$ cat src/rtl/stream_demux_1x2_if.sv
// Handshake bundle for stream_demux_1x2: one input stream and two output streams.
// slave = router side, master = surrounding environment.
interface stream_demux_1x2_if #(
    parameter int DW = 8
);
    logic          in_valid;
    logic          in_ready;
    logic [DW-1:0] in_data;
    logic          in_sel;

    logic          out0_valid;
    logic          out0_ready;
    logic [DW-1:0] out0_data;

    logic          out1_valid;
    logic          out1_ready;
    logic [DW-1:0] out1_data;

    modport master (
        output in_valid, in_data, in_sel, out0_ready, out1_ready,
        input  in_ready, out0_valid, out0_data, out1_valid, out1_data
    );

    modport slave (
        input  in_valid, in_data, in_sel, out0_ready, out1_ready,
        output in_ready, out0_valid, out0_data, out1_valid, out1_data
    );
endinterface

$ cat src/rtl/stream_demux_1x2.sv
// Registered 1-to-2 stream router, one holding register per output port.
// Optional per-port saturating beat counters (cnt0/cnt1) when DEMUX_CNT_EN is defined.
module stream_demux_1x2 #(
    parameter int DW = 8,
    parameter int CW = 8
) (
    input  logic                clk,
    input  logic                rst_n,
    stream_demux_1x2_if.slave   bus
`ifdef DEMUX_CNT_EN
    ,
    output logic [CW-1:0]       cnt0,
    output logic [CW-1:0]       cnt1
`endif
);

    if (DW < 1 || CW < 1) begin : g_param_check
        $error("stream_demux_1x2: DW and CW must be at least 1");
    end

    typedef enum logic {
        EMPTY = 1'b0,
        FULL  = 1'b1
    } state_e;

    state_e        state_q [2];
    state_e        state_d [2];
    logic [DW-1:0] data_q  [2];
    logic [DW-1:0] data_d  [2];

    logic [1:0] ready;
    logic [1:0] valid;
    logic [1:0] acc_to;
    logic [1:0] pop;
    logic       in_ready;
    logic       acc;

    // in_ready depends only on the selected port, never on in_valid.
    always_comb begin
        ready     = {bus.out1_ready, bus.out0_ready};
        in_ready  = !valid[bus.in_sel] | ready[bus.in_sel];
        acc       = bus.in_valid & in_ready;
        acc_to[0] = acc & !bus.in_sel;
        acc_to[1] = acc &  bus.in_sel;
        pop       = valid & ready;
    end

    always_ff @(posedge clk or negedge rst_n) begin
        if (!rst_n) begin
            for (int unsigned i = 0; i < 2; i++) begin
                state_q[i] <= EMPTY;
                data_q[i]  <= '0;
            end
        end else begin
            for (int unsigned i = 0; i < 2; i++) begin
                state_q[i] <= state_d[i];
                data_q[i]  <= data_d[i];
            end
        end
    end

    always_comb begin
        for (int unsigned i = 0; i < 2; i++) begin
            state_d[i] = state_q[i];
            data_d[i]  = data_q[i];
            case (state_q[i])
                EMPTY:   if (acc_to[i])             state_d[i] = FULL;
                FULL:    if (pop[i] && !acc_to[i])  state_d[i] = EMPTY;
                default:                            state_d[i] = EMPTY;
            endcase
            // Data survives the pop; it changes only when a new beat lands here.
            if (acc_to[i]) data_d[i] = bus.in_data;
        end
    end

    always_comb begin
        for (int unsigned i = 0; i < 2; i++) begin
            valid[i] = (state_q[i] == FULL);
        end
        bus.in_ready   = in_ready;
        bus.out0_valid = valid[0];
        bus.out0_data  = data_q[0];
        bus.out1_valid = valid[1];
        bus.out1_data  = data_q[1];
    end

`ifdef DEMUX_CNT_EN
    logic [CW-1:0] cnt_q [2];
    logic [CW-1:0] cnt_d [2];

    always_ff @(posedge clk or negedge rst_n) begin
        if (!rst_n) begin
            for (int unsigned i = 0; i < 2; i++) begin
                cnt_q[i] <= '0;
            end
        end else begin
            for (int unsigned i = 0; i < 2; i++) begin
                cnt_q[i] <= cnt_d[i];
            end
        end
    end

    // Saturate at all-ones instead of wrapping.
    always_comb begin
        for (int unsigned i = 0; i < 2; i++) begin
            cnt_d[i] = cnt_q[i];
            if (pop[i] && (cnt_q[i] != '1)) cnt_d[i] = cnt_q[i] + CW'(1);
        end
    end

    always_comb begin
        cnt0 = cnt_q[0];
        cnt1 = cnt_q[1];
    end
`endif

endmodule

$ cat src/flat_wrapper.sv
// flat-port wrapper written by rule: the top's interface ports become plain ports
module stream_demux_1x2_flat 
#(
    parameter int DW = 8,
    parameter int CW = 8
)
  (clk, rst_n, bus_in_valid, bus_in_data, bus_in_sel, bus_out0_ready, bus_out1_ready, bus_in_ready, bus_out0_valid, bus_out0_data, bus_out1_valid, bus_out1_data);
  stream_demux_1x2_if #(.DW(DW)) bus_i ();
  input  logic clk;
  input  logic rst_n;
  input wire logic [$bits(bus_i.in_valid)-1:0] bus_in_valid;
  input wire logic [$bits(bus_i.in_data)-1:0] bus_in_data;
  input wire logic [$bits(bus_i.in_sel)-1:0] bus_in_sel;
  input wire logic [$bits(bus_i.out0_ready)-1:0] bus_out0_ready;
  input wire logic [$bits(bus_i.out1_ready)-1:0] bus_out1_ready;
  output wire logic [$bits(bus_i.in_ready)-1:0] bus_in_ready;
  output wire logic [$bits(bus_i.out0_valid)-1:0] bus_out0_valid;
  output wire logic [$bits(bus_i.out0_data)-1:0] bus_out0_data;
  output wire logic [$bits(bus_i.out1_valid)-1:0] bus_out1_valid;
  output wire logic [$bits(bus_i.out1_data)-1:0] bus_out1_data;
  assign bus_i.in_valid = bus_in_valid;
  assign bus_i.in_data = bus_in_data;
  assign bus_i.in_sel = bus_in_sel;
  assign bus_i.out0_ready = bus_out0_ready;
  assign bus_i.out1_ready = bus_out1_ready;
  assign bus_in_ready = bus_i.in_ready;
  assign bus_out0_valid = bus_i.out0_valid;
  assign bus_out0_data = bus_i.out0_data;
  assign bus_out1_valid = bus_i.out1_valid;
  assign bus_out1_data = bus_i.out1_data;
  stream_demux_1x2 #(.DW(DW), .CW(CW)) u_core (.clk(clk), .rst_n(rst_n), .bus(bus_i));
endmodule
$ cat config.mk
export PLATFORM = sky130hd
export DESIGN_NAME = stream_demux_1x2_flat
export DESIGN_NICKNAME = d
export VERILOG_FILES = /design/src/rtl/stream_demux_1x2_if.sv /design/src/rtl/stream_demux_1x2.sv /design/src/flat_wrapper.sv
export SDC_FILE = /design/constraint.sdc
export NUM_CORES = 1
export LEC_CHECK = 0
export BUFFER_PORTS_ARGS = -buffer_cell sky130_fd_sc_hd__buf_4
export CELL_PAD_IN_SITES_DETAIL_PLACEMENT = 1
export CELL_PAD_IN_SITES_GLOBAL_PLACEMENT = 1
export CORE_UTILIZATION = 36
export CTS_CLUSTER_DIAMETER = 120
export CTS_CLUSTER_SIZE = 20
export DETAILED_ROUTE_END_ITERATION = 12
export PLACE_DENSITY_LB_ADDON = 0.1
export SYNTH_ARGS = -nofsm -noshare
export SYNTH_HDL_FRONTEND = slang
export SYNTH_SLANG_ARGS = --single-unit
$ cat constraint.sdc
create_clock -name clk -period 1.55 [get_ports clk]
set_clock_uncertainty 0.2 [all_clocks]
set_input_delay 0.155 -clock clk [delete_from_list [all_inputs] [get_ports clk]]
set_output_delay 0.155 -clock clk [all_outputs]
set_load 0.02 [all_outputs]
# Word level (Yosys, flattened, before mapping)
# Cells that the tools add are included.
# Widths: inputs -> output; s select.
totals:
  ff_bits: 18
  out_inout_bits: 19
op_classes:
  n_mux: 10
  n_lt_le_gt_ge: 1
  n_bitwise: 7
  reduce_logical: 6
ops:
  columns: ["cell", "count"]
  rows:
  - ["$mux 1", 8]
  - ["$logic_not 1->1", 4]
  - ["$pmux 1 s2", 2]
  - ["$and 1x1->1", 3]
  - ["$and 2x2->2", 1]
  - ["$logic_and 1x1->1", 2]
  - ["$lt 1x2->1 const B", 1]
  - ["$not 1->1", 2]
  - ["$or 1x1->1", 1]

# Depth between registers and ports, before layout
# Gate-level depths: netlist of run 1.
depth:
  word_depth: 10
  mapped_depth: 4
  mapped_depth_nobuf: 3

# Worst setup path after synthesis of run 1
# No wires, ideal clock.
synth_timing:
  path_kind: "register to register"
  from: "reg u_core.state_q (netlist bit u_core.bus.out1_valid)"
  to: "reg u_core.data_q (netlist bit u_core.bus.out1_data[0])"
  path_stages_with_launch: 4
  t_required_ns: 1.225
  n_path_buf: 0
  setup_slack_ns: 0.034
  t_arrival_ns: 1.191
  period_less_slack_ns: 1.516
  cell_sequence: "dfrtp_1 -> and2b_2 -> nor2_8 -> mux2_2"
synth_via:
  elab_chain_len: 6
synth_lines:
  columns: ["element", "line_no", "source"]
  rows:
  - ["start, declared", "stream_demux_1x2.sv:26", "state_e state_q [2];"]
  - ["start signal, assigned by index", "stream_demux_1x2.sv:56", "state_q[i] <= state_d[i];"]
  - ["$mux 1 (not written as such) (2 in series)", "stream_demux_1x2.sv:41", "in_ready = !valid[bus.in_sel] | ready[bus.in_sel];"]
  - ["$logic_not 1->1", "stream_demux_1x2.sv:41", null]
  - ["$or 1x1->1", "stream_demux_1x2.sv:41", null]
  - ["$and 1x1->1", "stream_demux_1x2.sv:42", "acc = bus.in_valid & in_ready;"]
  - ["$and 1x1->1", "stream_demux_1x2.sv:44", "acc_to[1] = acc & bus.in_sel;"]
  - ["end signal, assigned by index", "stream_demux_1x2.sv:57", "data_q[i] <= data_d[i];"]
  - ["end, declared", "stream_demux_1x2.sv:28", "logic [DW-1:0] data_q [2];"]
# Every way passes these cells. The select of a mux whose other input is x is not followed.
# A chain may end at the register's enable or synchronous reset.

# Worst setup path after layout of run 1
layout_timing:
  from: "reg u_core.state_q (netlist bit u_core.bus.out1_valid)"
  to: "out bus_in_ready"
layout_via:
  elab_chain_len: 4
layout_lines:
  columns: ["element", "line_no", "source"]
  rows:
  - ["$mux 1 (not written as such) (2 in series)", "stream_demux_1x2.sv:41", null]
  - ["$logic_not 1->1", "stream_demux_1x2.sv:41", null]
  - ["$or 1x1->1", "stream_demux_1x2.sv:41", null]
  - ["end, declared", "flat_wrapper.sv:16", "output wire logic [$bits(bus_i.in_ready)-1:0] bus_in_ready;"]
# Every way passes these cells. The select of a mux whose other input is x is not followed.

==> metrics, run 1 <==
outcome complete, but fails checks; failing checks hold timing, setup timing; DRT Wirelength 1730 microns; max cap viols 0; Yosys warnings 0; CTS max path bufs 2; Syn Std Cell Area 773 sq um; clock root cell clkbuf_4; VDD IR max 0.000527 V; cts hold-fix bufs 12; die width 48.3 microns; EDFF count, synth 0; detailed-route via count 521; die area 2340 sq um; Storage cell area 450 sq um; FF+latch count, synth 18; Nets 107; area of the multi-input gates 339 sq um; synthesized instance count 45; fin. max-slew vios 0; Worst-Skew Late Latency 0.29 ns; combinational fraction of design power 34.8%; core area 1980 sq um; Post-Syn Area per Cell 17.2 sq um; initial antenna violation count 0; metal2 WL 807 microns; Synth top area share 58.3%; sw frac 29.6%; syn nets 59; Synth async-reset ratio 100%; top post-synthesis cells by area dfrtp_1, mux2_4, mux2_2; Synth cell types 12; Clock power frac 21.2%; ratio of cells with drive above 1 in the final layout 65.2%; M1 wire length 823 microns; Pleak 0.612 nW; worst hold margin -0.0129 ns; fin crit share 101%; placed insts 103; starting density of the core 39.0%; H-tree levels 1; final std cells w/o fill 119; final setup vio count 1; CTS tree done; worst slew pin tran 0.244 ns; Diodes inserted 0; wire per inst 14.5 microns; uppermost layer routed met3; type of the worst setup path register to output port; RSZ-0062 raised after global routing true; Sw Pwr 404 uW; placer congestion estimate 0.657; HPWL Detailed 1070 microns; sequential share of the synthesized area 58.3%; Routed met3 length 96 microns; IO Count 33; synthesis-to-layout area growth 59.1%; number of vias per cell 4.38; commonest register cell after synthesis dfrtp_1; Final Hold Fails 2; Final min period 1.56 ns; CTS sink count 18; Max-slew headroom 83.7%; sequential power share 44.0%; CTS clock-pin slew for the worst setup and hold paths 0.11 ns; WP data required 1.19 ns; crit-path max FO 3; gr usage total 15.1%; Setup crit end kind output port; GRT overflow 0; Starting DRT DRC Count 6; area leader, netlist dfrtp_1; Core Rows 16; Vert. Die Dim 48.3 microns; Num CTS Buffers 3; Pwr Density 1110 nW/um^2; CP Data Arrival Time 1.20 ns; Worst setup SP type register; remaining antenna violation count 0; most common cell in the netlist dfrtp_1; design area 1230 sq um; Int Pwr 958 uW; setup TNS -0.00879 ns; drt pass-1 iters 4; Final Worst Setup Slack -0.00879 ns; vias in the first global route 547; DP Area 1030 sq um; largest net degree at the start of global routing 19; number of port buffers 32; Post-synth top cells dfrtp_1, mux2_2, mux2_4, nand2_1, nand2b_4; Worst Hold Class input port to register; FMAX 0.642 GHz; Post-route DRC 0; first-pass GRT wire length 2660 microns; fillcell total 187
[final cells by class]
cell class	count	area share, %
timing repair buffer	44	30.1
sequential	18	36.6
multi-input combinational	26	27.6
clock buffer	4	2.95
tap	27	2.75
[worst paths after layout]
kind | cells after the start | endpoint | slack (ns) | start
setup / recovery | 3 | bus_in_ready | -0.009 | u_core.bus.out1_valid
hold / removal | 3 | u_core.bus.out1_valid | -0.01 | bus_in_sel
setup reg to reg | 3 | u_core.bus.out1_data[5] | 0.04 | u_core.bus.out1_valid
hold reg to reg | 1 | u_core.bus.out0_data[7] | 0.32 | u_core.bus.out0_data[7]
max in group asynchronous | 2 | u_core.bus.out1_data[1] | 0.88 | rst_n
min in group asynchronous | 2 | u_core.bus.out1_data[7] | 0.07 | rst_n
[critical path, cell delays in order, from the launching register on]
cell and delay (ns):
dfrtp_1 0.40, and2b_2 0.25, a21oi_2 0.12, buf_4 0.14
[cells by family after synthesis]
| logic type | synth area share [%] |
|---|---|
| AND/OR/NAND/NOR | 11.3 |
| flip-flops | 58.3 |
| buffers and inverters | 2.59 |
| multiplexers | 27.2 |
| AO/OA/AOI/OAI | 0.647 |
[power groups by stage]
stage	combinational (mW)	sequential [mW]	clock [mW]
final	0.473	0.600	0.289
after global routing	0.501	0.610	0.315
after floorplan	0.134	0.702	0
after detailed placement	0.417	0.605	0
after global placement	0.411	0.605	0
after CTS	0.443	0.597	0.298
[repair_timing]
| action | 4_1_cts | 5_1_grt |
|---|---|---|
| endpoints found under the setup margin | 1 | 17 |
| hold endpoints to repair | 35 | 1 |
| buffers inserted | 0 | 1 |
| gates resized for setup | 1 | 9 |
| pin swaps | 1 | 1 |
[metrics by stage]
| step | worst slack, ns | total power, mW | util [%] | hold WS (ns) |
|---|---|---|---|---|
| 2_1_floorplan | 0.0344 | 0.835 | - | -0.341 |
| 3_3_place_gp | 0.0674 | 1.02 | 51.8 | -0.161 |
| 3_5_place_dp | 0.0468 | 1.02 | 51.8 | -0.164 |
| 4_1_cts | -0.0202 | 1.34 | 59.9 | 0.0372 |
| 5_1_grt | -0.0850 | 1.43 | 62.1 | -0.00772 |
| 6_report | -0.00879 | 1.36 | 62.1 | -0.0129 |
[flip-flops by register name, summed over array words and instances, names as in the netlist]
register	flops
u_core.bus.out0_data	8
u_core.bus.out0_valid	1
u_core.bus.out1_data	8
u_core.bus.out1_valid	1
[cells in the final DEF (no fill, tap or decap), drive strengths merged]
cell type | netlist | final
clkbuf | 0 | 4
dlygate4sd3 | 0 | 11
mux2 | 16 | 16
buf | 1 | 33
and2b | 1 | 1
nand2b | 3 | 3
nor2 | 2 | 2
nand2 | 2 | 2
a21oi | 1 | 1
nor2b | 1 | 1
dfrtp | 18 | 18
[layer usage]
metal / vias to the layer above / global-route usage [%]
li1: 247 / -
met4: 0 / 2.94
met5: - / 0
met3: 0 / 3.77
met2: 23 / 25.8
met1: 251 / 19.5
Power figures use the tool's default switching activity.
==> run 2, diff against run 1 <==
--- a/config.mk
+++ b/config.mk
@@ -12,7 +12,9 @@
 export CTS_CLUSTER_DIAMETER = 120
 export CTS_CLUSTER_SIZE = 20
 export DETAILED_ROUTE_END_ITERATION = 12
+export HOLD_SLACK_MARGIN = 0.12
 export PLACE_DENSITY_LB_ADDON = 0.1
+export SLEW_MARGIN = 20
 export SYNTH_ARGS = -nofsm -noshare
 export SYNTH_HDL_FRONTEND = slang
 export SYNTH_SLANG_ARGS = --single-unit
==> run 2 against run 1 <==
The run still ends with hold timing, setup timing left. Worst hold slack about the same. Register-to-register slack about the same. Sequential share of layout area decreased by 0.30 points. Core utilization increased by 0.50 points. Critical path depth unchanged. Setup slack improved by 0.0018 ns. Clock-buffer cell count unchanged. Total power increased by 0.18%. Via count increased by 0.77%. Routed wire length increased by 0.29%. Global-route usage increased by 0.14 points. Clock power about the same.
==> metrics, run 2 (synthesis gave the netlist of run 1 again) <==
Core Rows 16 (unchanged); Post-route DRC 0 (unchanged); core area 1980 sq um (unchanged); Worst setup SP type register (unchanged); worst hold margin -0.0128 ns (was -0.0129 ns); largest net degree at the start of global routing 19 (unchanged); r2r startpoint u_core.bus.out1_valid (unchanged); Max-slew headroom 83.5% (was 83.7%); FMAX 0.642 GHz (about the same); remaining antenna violation count 0 (unchanged); cts hold-fix bufs 13 (was 12); drt pass-1 iters 4 (unchanged); Final Worst Setup Slack -0.00703 ns (was -0.00879 ns); cells on worst reg2reg path 3 (unchanged); final std cells w/o fill 120 (was 119); hold depth 3 (unchanged); CP Data Arrival Time 1.20 ns (about the same); GRT overflow 0 (unchanged); starting density of the core 39.0% (unchanged); final setup vio count 1 (unchanged); DRT Wirelength 1730 microns (about the same); CTS sink count 18 (unchanged); Reg2Reg Capture Point u_core.bus.out1_data[5] (unchanged); Nets 108 (was 107); commonest non-fill, non-tap cells in the layout buf_4, dfrtp_1, mux2_4 (unchanged); die area 2340 sq um (unchanged); WP data required 1.19 ns (about the same); placed insts 103 (unchanged); H-tree levels 1 (unchanged); R2R setup slack 0.04 ns (about the same); Pleak 0.616 nW (was 0.612 nW); first-pass GRT wire length 2680 microns (was 2660 microns); worst slew pin tran 0.247 ns (was 0.244 ns); number of port buffers 32 (unchanged); failing checks hold timing, setup timing (unchanged); Worst Hold Class input port to register (unchanged); detailed-route via count 525 (was 521); Vert. Die Dim 48.3 microns (unchanged); Pwr Density 1100 nW/um^2 (was 1110 nW/um^2); Worst-Skew Late Latency 0.29 ns (about the same); VDD IR max 0.000527 V (about the same); outcome complete, but fails checks (unchanged); die width 48.3 microns (unchanged); Num CTS Buffers 3 (unchanged); RSZ-0062 raised after global routing true (unchanged); number of vias per cell 4.38 (about the same); crit-path max FO 3 (unchanged); fin. max-slew vios 0 (unchanged); clock root cell clkbuf_4 (unchanged); commonest non-fill, non-tap cell in the layout buf_4 (unchanged); placer congestion estimate 0.657 (unchanged); fin crit share 100% (was 101%); Diodes inserted 0 (unchanged); ratio of cells with drive above 1 in the final layout 64.5% (was 65.2%); gr usage total 15.2% (was 15.1%); max cap viols 0 (unchanged); IO Count 33 (unchanged); hold path startpoint bus_in_sel (unchanged); total power 1.36 mW (about the same); DP Area 1030 sq um (unchanged); vias in the first global route 555 (was 547); Final min period 1.56 ns (about the same); design area 1240 sq um (was 1230 sq um); fillcell total 186 (was 187); CTS max path bufs 2 (unchanged); HPWL Detailed 1070 microns (unchanged); CTS tree done (unchanged); Final Hold Fails 2 (unchanged); hold path endpoint u_core.bus.out1_valid (unchanged); type of the worst setup path register to output port (unchanged); initial antenna violation count 0 (unchanged); CTS clock-pin slew for the worst setup and hold paths 0.11 ns (about the same); wire per inst 14.4 microns (was 14.5 microns); synthesis-to-layout area growth 60.4% (was 59.1%); Starting DRT DRC Count 6 (unchanged); Setup crit end kind output port (unchanged)
==> run 2: cell count changes in the layout (fill, tap and decap cells not counted), sizes merged <==
cell / before / now
dlygate4sd3: 11 / 12
==> run 2: per-stage QoR <==
step                      hold WS (ns)  TNS [ns]  utilization, %  worst slack (ns)
after floorplan                 -0.341         0               -            0.0344
after global placement          -0.161         0            51.8            0.0674
after detailed placement        -0.164         0            51.8            0.0468
after CTS                       0.0372   -0.0202            60.4           -0.0202
after global routing          -0.00772    -0.204            62.6           -0.0850
final                          -0.0128  -0.00703            62.6          -0.00703
==> run 2: worst max path at each step <==
| stage | start | endpoint | cells past startpoint | slack, ns |
|---|---|---|---|---|
| finish | u_core.bus.out1_valid | bus_in_ready | 3 | -0.007 |
| global route | u_core.bus.out1_valid | bus_in_ready | 3 | -0.08 |
| CTS | u_core.bus.out1_valid | bus_in_ready | 3 | -0.02 |
| detailed placement | u_core.bus.out0_valid | u_core.bus.out0_data[5] | 3 | 0.05 |
| global placement | u_core.bus.out1_valid | u_core.bus.out1_data[1] | 3 | 0.07 |
| floorplan | u_core.bus.out1_valid | u_core.bus.out1_data[0] | 3 | 0.03 |
==> run 2: critical path, stage by stage, from the launching register on <==
cell and delay, ns:
dfrtp_1 0.40, and2b_2 0.25, a21oi_2 0.12, buf_4 0.14
==> run 2: layout make-up <==
cell class	instances	area, sq um	area share (%)
Tap cell	27	33.8	2.72
Timing Repair Buffer	45	380	30.7
Multi-Input combinational cell	26	339	27.3
Sequential cell	18	450	36.3
Clock buffer	4	36.3	2.93
==> run 2: routing by layer <==
layer  vias to the layer above  track usage (%)  routed length, microns
met2                        23             26.3                     810
met5                         -                0                       0
li1                        249                -                       -
met4                         0             2.94                       0
met1                       253             19.5                     824
met3                         0             3.77                      96
==> run 2: what timing repair did <==
action                                  CTS  global route
hold endpoints to repair                 36             2
resized for setup                         1             9
endpoints found under the setup margin    1            17
pin swaps                                 1             1
setup buffers                             0             1
==> run 2: where the power goes <==
group	internal (mW)	switching, mW	total [mW]
Combinational	0.267	0.209	0.476
Clock	0.143	0.146	0.288
Sequential	0.550	0.0503	0.600
Total	0.960	0.404	1.36
==> run 3, diff against run 2 <==
--- a/config.mk
+++ b/config.mk
@@ -12,6 +12,7 @@
 export CTS_CLUSTER_DIAMETER = 120
 export CTS_CLUSTER_SIZE = 20
 export DETAILED_ROUTE_END_ITERATION = 12
+export GPL_TIMING_DRIVEN = 0
 export HOLD_SLACK_MARGIN = 0.12
 export PLACE_DENSITY_LB_ADDON = 0.1
 export SLEW_MARGIN = 20
==> run 3 against run 2 <==
Critical endpoint unchanged. Sequential cell count unchanged. Critical path type unchanged. Routed wire length fell by 0.64%. Core utilization up 0.19 points. Combinational power hardly changed. Total power grew 0.16%. Global-route usage rose by 0.73 points. Maximum frequency is 1.5% lower. Highest routed layer unchanged. Setup slack worse by 0.024 ns. The run still ends with hold timing, setup timing left. Register-to-register slack barely moved. Clock power about the same. Worst hold slack lost 0.013 ns. Die area did not move.
==> metrics, run 3 (synthesis gave the netlist of run 1 again) <==
outcome complete, but fails checks (unchanged); failing checks hold timing, setup timing (unchanged); Vert. Die Dim 48.3 microns (unchanged); Worst Hold Class input port to register (unchanged); detailed-route via count 547 (was 525); Slowest cell on crit path dfrtp_1 (unchanged); Diodes inserted 0 (unchanged); slowest stage delay, CP 0.40 ns (about the same); H-tree levels 1 (unchanged); sw frac 29.7% (was 29.6%); metal2 WL 828 microns (was 810 microns); gr usage total 16.0% (was 15.2%); WP data required 1.19 ns (about the same); combinational fraction of design power 34.6% (was 34.9%); crit-path max FO 3 (unchanged); first-pass GRT wire length 2870 microns (was 2680 microns); die width 48.3 microns (unchanged); max cap viols 0 (unchanged); Worst setup SP type register (unchanged); M1 wire length 809 microns (was 824 microns); largest net degree at the start of global routing 19 (unchanged); Pwr Density 1100 nW/um^2 (about the same); Max-slew headroom 84.6% (was 83.5%); clock root cell clkbuf_4 (unchanged); Sw Pwr 406 uW (was 404 uW); GRT overflow 0 (unchanged); DRT Wirelength 1720 microns (was 1730 microns); worst hold margin -0.0262 ns (was -0.0128 ns); remaining antenna violation count 0 (unchanged); type of the worst setup path register to output port (unchanged); CTS max path bufs 2 (unchanged); Clock power frac 21.3% (was 21.1%); Final min period 1.58 ns (was 1.56 ns); Worst-Skew Late Latency 0.30 ns (was 0.29 ns); fin crit share 102% (was 100%); die area 2340 sq um (unchanged); Int Pwr 960 uW (about the same); commonest non-fill, non-tap cells in the layout buf_4, dfrtp_1, mux2_4 (unchanged); wire per inst 14.2 microns (was 14.4 microns); IO Count 33 (unchanged); ratio of cells with drive above 1 in the final layout 64.9% (was 64.5%); starting density of the core 39.0% (unchanged); synthesis-to-layout area growth 60.8% (was 60.4%); sequential power share 44.0% (about the same); VDD IR max 0.000617 V (was 0.000527 V); Pleak 0.618 nW (was 0.616 nW); vias in the first global route 597 (was 555); CP Data Arrival Time 1.23 ns (was 1.20 ns); CTS sink count 18 (unchanged); Num CTS Buffers 3 (unchanged); Core Rows 16 (unchanged); final setup vio count 1 (unchanged); commonest non-fill, non-tap cell in the layout buf_4 (unchanged); Post-route DRC 0 (unchanged); drt pass-1 iters 2 (was 4); worst slew pin tran 0.231 ns (was 0.247 ns); Core Util, Final 62.8% (was 62.6%); FMAX 0.632 GHz (was 0.642 GHz); initial antenna violation count 0 (unchanged); CTS tree done (unchanged); Nets 109 (was 108); Final Worst Setup Slack -0.0313 ns (was -0.00703 ns); Final Hold Fails 2 (unchanged); Routed met3 length 83 microns (was 96 microns); fin. max-slew vios 0 (unchanged); RSZ-0062 raised after global routing true (unchanged); CP Cell Sequence and2b_2 -> a21oi_2 -> buf_4 (unchanged); core area 1980 sq um (unchanged); number of vias per cell 4.52 (was 4.38); HPWL Detailed 1160 microns (was 1070 microns); uppermost layer routed met3 (unchanged); cts hold-fix bufs 13 (unchanged); number of port buffers 32 (unchanged); Setup crit end kind output port (unchanged); placer congestion estimate 0.654 (was 0.657); CTS clock-pin slew for the worst setup and hold paths 0.11 ns (about the same); Starting DRT DRC Count 3 (was 6)
run 3: layer usage:
layer,track usage [%],vias up
met3,3.77,0
met1,20.7,270
met5,0,-
met2,26.8,23
met4,4.41,0
li1,-,254
run 3: critical path, delay by kind of cell (launching register included):
kind	cells	cell delay (ns)
flops	1	0.40
simple gates	1	0.25
buf+inv	1	0.15
compound gates	1	0.13
run 3: final cells by class:
class                   count  area (sq um)
flip-flops and latches     18           450
clock buffers               4          36.3
fillers                   189           738
multi-input cells          26           335
repair buffers             45           368
well taps                  27          33.8
plain buffers               1          20.0
run 3: per-stage QoR:
stage | power, mW | cell area, sq um | worst slack (ns) | instances | setup TNS (ns)
detailed placement | 1.03 | 1050 | 0.0531 | 104 | 0
global route | 1.43 | 1240 | -0.0711 | 121 | -0.0736
finish | 1.37 | 1240 | -0.0313 | 121 | -0.0313
floorplan | 0.835 | 773 | 0.0344 | 45 | 0
global placement | 1.02 | 1050 | 0.0757 | 104 | 0
CTS | 1.35 | 1220 | -0.0347 | 122 | -0.0347
run 3: path summary, 6_finish.rpt:
| check | from | endpoint | slack, ns | cells after the start |
|---|---|---|---|---|
| setup / recovery | u_core.bus.out1_valid | bus_in_ready | -0.03 | 3 |
| hold / removal | bus_in_sel | u_core.bus.out1_valid | -0.03 | 3 |
| setup reg to reg | u_core.bus.out1_valid | u_core.bus.out1_data[3] | 0.04 | 3 |
| hold reg to reg | u_core.bus.out0_data[5] | u_core.bus.out0_data[5] | 0.33 | 1 |
| max in group asynchronous | rst_n | u_core.bus.out1_data[2] | 0.35 | 3 |
| min in group asynchronous | rst_n | u_core.bus.out0_data[3] | 0.59 | 3 |
run 3: power by group through the flow:
stage	Combinational (mW)	Clock, mW	Sequential (mW)
6_report	0.473	0.291	0.602
5_1_grt	0.500	0.314	0.612
4_1_cts	0.457	0.293	0.599
3_5_place_dp	0.425	0	0.608
3_3_place_gp	0.417	0	0.604
2_1_floorplan	0.134	0	0.702
run 3: what timing repair did:
action	4_1_cts	5_1_grt
endpoints found under the hold margin	36	2
setup endpoints to repair	1	8
setup buffers	1	0
gates resized for setup	1	8
cloned	0	0
pin swaps	1	1
